[src/rtl/calc_sequencer.sv]
// calc_sequencer: control FSM for the switch-driven calculator.
// Collects operand A, an operator and operand B (one confirm press each),
// starts the shared ALU with a start/done handshake, waits a bounded time
// and holds the result for display.
// Ports:
//   clk, reset          clock, synchronous active-low reset
//   sw, op_sw           operand / operator switches
//   confirm, cancel     debounced level buttons (edge-detected here)
//   alu_a/b/op/start    operands, operator and start pulse to the ALU
//   alu_done/result/err ALU completion strobe, result and error flag
//   result, result_valid, error   held display result and status flags
//   state_dbg           current state encoding for LEDs
module calc_sequencer #(
    parameter int unsigned WIDTH   = 4,
    parameter int unsigned RES_W   = 8,
    parameter int unsigned TIMEOUT = 64
) (
    input  logic             clk,
    input  logic             reset,
    input  logic [WIDTH-1:0] sw,
    input  logic [1:0]       op_sw,
    input  logic             confirm,
    input  logic             cancel,
    output logic [WIDTH-1:0] alu_a,
    output logic [WIDTH-1:0] alu_b,
    output logic [1:0]       alu_op,
    output logic             alu_start,
    input  logic             alu_done,
    input  logic [RES_W-1:0] alu_result,
    input  logic             alu_err,
    output logic [RES_W-1:0] result,
    output logic             result_valid,
    output logic             error,
    output logic [2:0]       state_dbg
);

    localparam int unsigned CNT_W = (TIMEOUT > 1) ? $clog2(TIMEOUT) : 1;

    typedef enum logic [2:0] {
        IDLE_A = 3'd0,
        GET_OP = 3'd1,
        GET_B  = 3'd2,
        START  = 3'd3,
        WAIT   = 3'd4,
        SHOW   = 3'd5
    } state_t;

    state_t             r_state,        w_nxt_state;
    logic [WIDTH-1:0]   r_alu_a,        w_nxt_alu_a;
    logic [WIDTH-1:0]   r_alu_b,        w_nxt_alu_b;
    logic [1:0]         r_alu_op,       w_nxt_alu_op;
    logic               r_alu_start,    w_nxt_alu_start;
    logic [RES_W-1:0]   r_result,       w_nxt_result;
    logic               r_result_valid, w_nxt_result_valid;
    logic               r_error,        w_nxt_error;
    logic [CNT_W-1:0]   r_cnt,          w_nxt_cnt;
    logic               r_confirm_q;
    logic               r_cancel_q;
    logic               w_conf_evt;
    logic               w_cancel_evt;

    // Rising-edge events: one per press regardless of hold length
    assign w_conf_evt   = confirm & ~r_confirm_q;
    assign w_cancel_evt = cancel  & ~r_cancel_q;

    // State and data registers; edge history tracks the buttons even in reset
    // so a button held through reset does not fire on release
    always_ff @(posedge clk) begin
        r_confirm_q <= confirm;
        r_cancel_q  <= cancel;
        if (!reset) begin
            r_state        <= IDLE_A;
            r_alu_a        <= '0;
            r_alu_b        <= '0;
            r_alu_op       <= '0;
            r_alu_start    <= 1'b0;
            r_result       <= '0;
            r_result_valid <= 1'b0;
            r_error        <= 1'b0;
            r_cnt          <= '0;
        end else begin
            r_state        <= w_nxt_state;
            r_alu_a        <= w_nxt_alu_a;
            r_alu_b        <= w_nxt_alu_b;
            r_alu_op       <= w_nxt_alu_op;
            r_alu_start    <= w_nxt_alu_start;
            r_result       <= w_nxt_result;
            r_result_valid <= w_nxt_result_valid;
            r_error        <= w_nxt_error;
            r_cnt          <= w_nxt_cnt;
        end
    end

    // Next-state and next-output logic
    always_comb begin
        w_nxt_state        = r_state;
        w_nxt_alu_a        = r_alu_a;
        w_nxt_alu_b        = r_alu_b;
        w_nxt_alu_op       = r_alu_op;
        w_nxt_alu_start    = 1'b0;
        w_nxt_result       = r_result;
        w_nxt_result_valid = r_result_valid;
        w_nxt_error        = r_error;
        w_nxt_cnt          = r_cnt;

        case (r_state)
            IDLE_A, GET_OP, GET_B: begin
                if (w_cancel_evt) begin
                    w_nxt_state  = IDLE_A;
                    w_nxt_alu_a  = '0;
                    w_nxt_alu_b  = '0;
                    w_nxt_alu_op = '0;
                end else if (w_conf_evt) begin
                    if (r_state == IDLE_A) begin
                        w_nxt_alu_a        = sw;
                        w_nxt_result_valid = 1'b0;
                        w_nxt_error        = 1'b0;
                        w_nxt_state        = GET_OP;
                    end else if (r_state == GET_OP) begin
                        w_nxt_alu_op = op_sw;
                        w_nxt_state  = GET_B;
                    end else begin
                        // alu_start is registered, so it rises together with START
                        w_nxt_alu_b     = sw;
                        w_nxt_alu_start = 1'b1;
                        w_nxt_state     = START;
                    end
                end
            end
            START: begin
                w_nxt_cnt   = '0;
                w_nxt_state = WAIT;
            end
            WAIT: begin
                // Completion wins over a timeout in the same cycle
                if (alu_done) begin
                    w_nxt_result       = alu_result;
                    w_nxt_error        = alu_err;
                    w_nxt_result_valid = ~alu_err;
                    w_nxt_state        = SHOW;
                end else if (r_cnt == CNT_W'(TIMEOUT - 1)) begin
                    w_nxt_error        = 1'b1;
                    w_nxt_result_valid = 1'b0;
                    w_nxt_state        = SHOW;
                end else begin
                    w_nxt_cnt = r_cnt + CNT_W'(1);
                end
            end
            SHOW: begin
                if (w_cancel_evt) begin
                    w_nxt_result       = '0;
                    w_nxt_result_valid = 1'b0;
                    w_nxt_error        = 1'b0;
                    w_nxt_state        = IDLE_A;
                end else if (w_conf_evt) begin
                    // Chained calculation: this press supplies the new operand A
                    w_nxt_alu_a        = sw;
                    w_nxt_result_valid = 1'b0;
                    w_nxt_error        = 1'b0;
                    w_nxt_state        = GET_OP;
                end
            end
            default: begin
                w_nxt_state = IDLE_A;
            end
        endcase
    end

    assign alu_a        = r_alu_a;
    assign alu_b        = r_alu_b;
    assign alu_op       = r_alu_op;
    assign alu_start    = r_alu_start;
    assign result       = r_result;
    assign result_valid = r_result_valid;
    assign error        = r_error;
    assign state_dbg    = 3'(r_state);

endmodule
[config.mk]
export PLATFORM = sky130hd
export DESIGN_NAME = calc_sequencer
export DESIGN_NICKNAME = d
export VERILOG_FILES = /design/src/rtl/calc_sequencer.sv
export SDC_FILE = /design/constraint.sdc
export NUM_CORES = 1
export LEC_CHECK = 0
export ABC_AREA = 1
export CORE_ASPECT_RATIO = 0.9
export CORE_UTILIZATION = 52
export DETAILED_ROUTE_END_ITERATION = 8
export PLACE_DENSITY_LB_ADDON = 0.12
export SKIP_LAST_GASP = 1
export SYNTH_ARGS = -nofsm -noshare
export SYNTH_HDL_FRONTEND = slang
export SYNTH_SLANG_ARGS = --single-unit
[constraint.sdc]
create_clock -name clk -period 3.9 [get_ports clk]
set_input_delay 1.17 -clock clk [delete_from_list [all_inputs] [get_ports clk]]
set_output_delay 1.17 -clock clk [all_outputs]
set_load 0.01 [all_outputs]
==> metrics <==
Gate Count Post-Synth=between 200 and 250; initial antenna violation count=0; stages on the worst setup path=1; Crit Path Category=reg2out; Starting Density=55.0%; crit-path cells=clkdlybuf4s50_1; Final nets=slightly above 300; largest cells by area after synthesis=dfxtp_1 38%, nand2_1 14%, nand3_1 8.2%; clk buf depth=2; first-pass GRT wire length=~6000 um; First DRT Iteration DRCs=41; Synth top area share=a little under two fifths; Leak=0.987 nW; reg-to-reg setup timing slack=around 2.4 ns; Hold Buf Count CTS=0; Final Hold Violating Endpoints=0; WP buf/inv=1; worst slew pin tran=0.462 ns; Hold Crit Depth=2; hold_sp=alu_a[2]; layout cells sized above 1=between 10% and 20%; DRC errors left=0; Power Total=0.953 mW; Setup Total Neg Slack=0 ns; cell accounting for the most synthesized area=dfxtp_1; Post-Route WL=3620 um; Post-CTS Setup Repair Bufs=0; clock skew=between 0.003 and 0.004 ns; Worst Path Required=between 2 and 3 ns; floorplan core area=just over 0.003 sq mm; worst hold path endpoint=alu_a[2]; end of the worst register-to-register path=alu_a[1]; Area growth, synth to finish=31.4%; Fmax=366 MHz; post-CTS resize count=0; Netlist cell types=24; Tot GR Track Use=21.7%; max cap viols=0; post-synthesis average cell area=approximately 7 sq um; commonest non-fill, non-tap cells in the layout=64 x nand2_1, 43 x clkdlybuf4s50_1, 32 x dfxtp_1, 30 x nor2_1, 28 x nand3_1; Tcrit/Tclk final=a little over two thirds; startpoint type of the worst setup path=flop; clock sinks=32; commonest non-fill, non-tap cell in the layout=nand2_1; Reg clk slew, reported paths=about 0.10 ns; fin area=around 0.0022 sq mm; peak per-stage delay on the critical path=roughly 0.63 ns; post-route ant nets=0; Final min period=2.73 ns; Register-to-Register Path Depth=8; die height=around 56 um; H-tree Lvls=2; vias per inst=slightly below 5; maximum vdd ir drop=0.000256 V; Worst Setup End Kind=output port; Hold Path Class=reg2reg; instance area after placement=~0.0021 sq mm; r2r startpoint=state_dbg[0]; sequential fraction of the synthesis area=between 30% and 40%; crit-path max FO=9; crit-path leading delay family=buffers and inverters; RSZ-0062 raised after global routing=no; Die W=just over 60 um; largest net degree at the start of global routing=19; status=finished clean; CP max stage cell=clkdlybuf4s50_1; worst path arrival time=roughly 1.6 ns; Yosys reg bits=32; Pins Over Slew Limit=0; drt first pass iters=4; synthesized net count=between 200 and 300; IO Pins=44; Synth warnings=0; vias in the first global route=between 1000 and 1500; Mapped Area=0.00170 sq mm; final count of negative-setup-slack endpoints=0; DPL Wire Length=between 2000 and 3000 um; row count=19; GPL Wtd Cong=between 0.8 and 0.9; power per cell area=roughly 430 mW/mm^2; Port Buffers=43; Remaining Overflow, GRT=0; Via Count=1601; CTS Buf Count=5; Antenna Diode Count=0; Skew-Pair Late Insertion Delay=around 0.33 ns; Max transition margin=69.0%; die area=about 0.0035 sq mm; CTS tree=yes; Wirelength per Cell=between 10 and 15 um; Clock Tree Root=clkbuf_4
-- worst max-delay path by stage --
stage | to | slack [ns] | startpoint
3_5_place_dp | state_dbg[2] | 1.10 | cancel
5_1_grt | state_dbg[0] | 1.04 | state_dbg[0]
2_1_floorplan | alu_a[0] | 1.95 | cancel
4_1_cts | state_dbg[0] | 1.14 | state_dbg[0]
3_3_place_gp | state_dbg[2] | 1.14 | reset
6_report | state_dbg[0] | 1.17 | state_dbg[0]
-- layout make-up --
class                   instances  area, sq um
fillers                       265          858
repair buffers                 44          438
inverters                      32          120
multi-input cells             175          886
flip-flops and latches         32          641
clock inverters                 1         30.0
well taps                      42         52.6
clock buffers                   7         65.1
-- sequential cells by signal, indices dropped and copies added, names as in the netlist --
name,flops
alu_a,4
alu_b,4
alu_op,2
alu_start,1
error,1
r_cancel_q,1
r_cnt,6
r_confirm_q,1
result,8
result_valid,1
state_dbg,3
-- cell families (layout without fill, tap and decap cells) --
| logic type | after synthesis | count (layout) | synth area share [%] |
|---|---|---|---|
| flip-flops | 32 | 32 | 37.7 |
| buffers and inverters | 39 | 84 | 10.2 |
| AO/OA/AOI/OAI | 23 | 23 | 7.44 |
| AND/OR/NAND/NOR | 151 | 151 | 44.0 |
| adder cells (fa/ha/maj) | 1 | 1 | 0.736 |
-- where the power goes --
part	switching, mW	leakage (nW)	internal (mW)
registers	0.0291	0.262	0.360
clock network	0.117	0.0515	0.170
logic	0.153	0.674	0.123
-- layer usage --
metal  part of all wire, %  vias up  wire [um]  global-route usage [%]
met5                     0        -          0                       0
met4                   1.2        0         44                    6.98
met3                   5.1        7        184                    6.15
met2                    40       41       1430                    30.9
met1                    54      692       1960                    31.3
li1                      -      861          -                       -
-- cell usage after synthesis (all sizes together) --
cell type	instances
nand2	74
inv	31
nand3	33
nor3	7
a21oi	19
nand4	2
buf	6
nor2	35
o21ai	4
clkinv	1
ha	1
clkbuf	1
dfxtp	32
-- metrics by stage --
stage	hold slack [ns]	utilization, %	cells	setup slack [ns]
after floorplan	0.466	-	246	1.95
after global placement	0.464	69.1	325	1.14
after detailed placement	0.471	69.1	325	1.10
after CTS	0.490	72.2	333	1.14
after global routing	0.504	72.2	333	1.04
final	0.487	72.2	333	1.17
No activity file was read; power rests on OpenSTA's default activity.
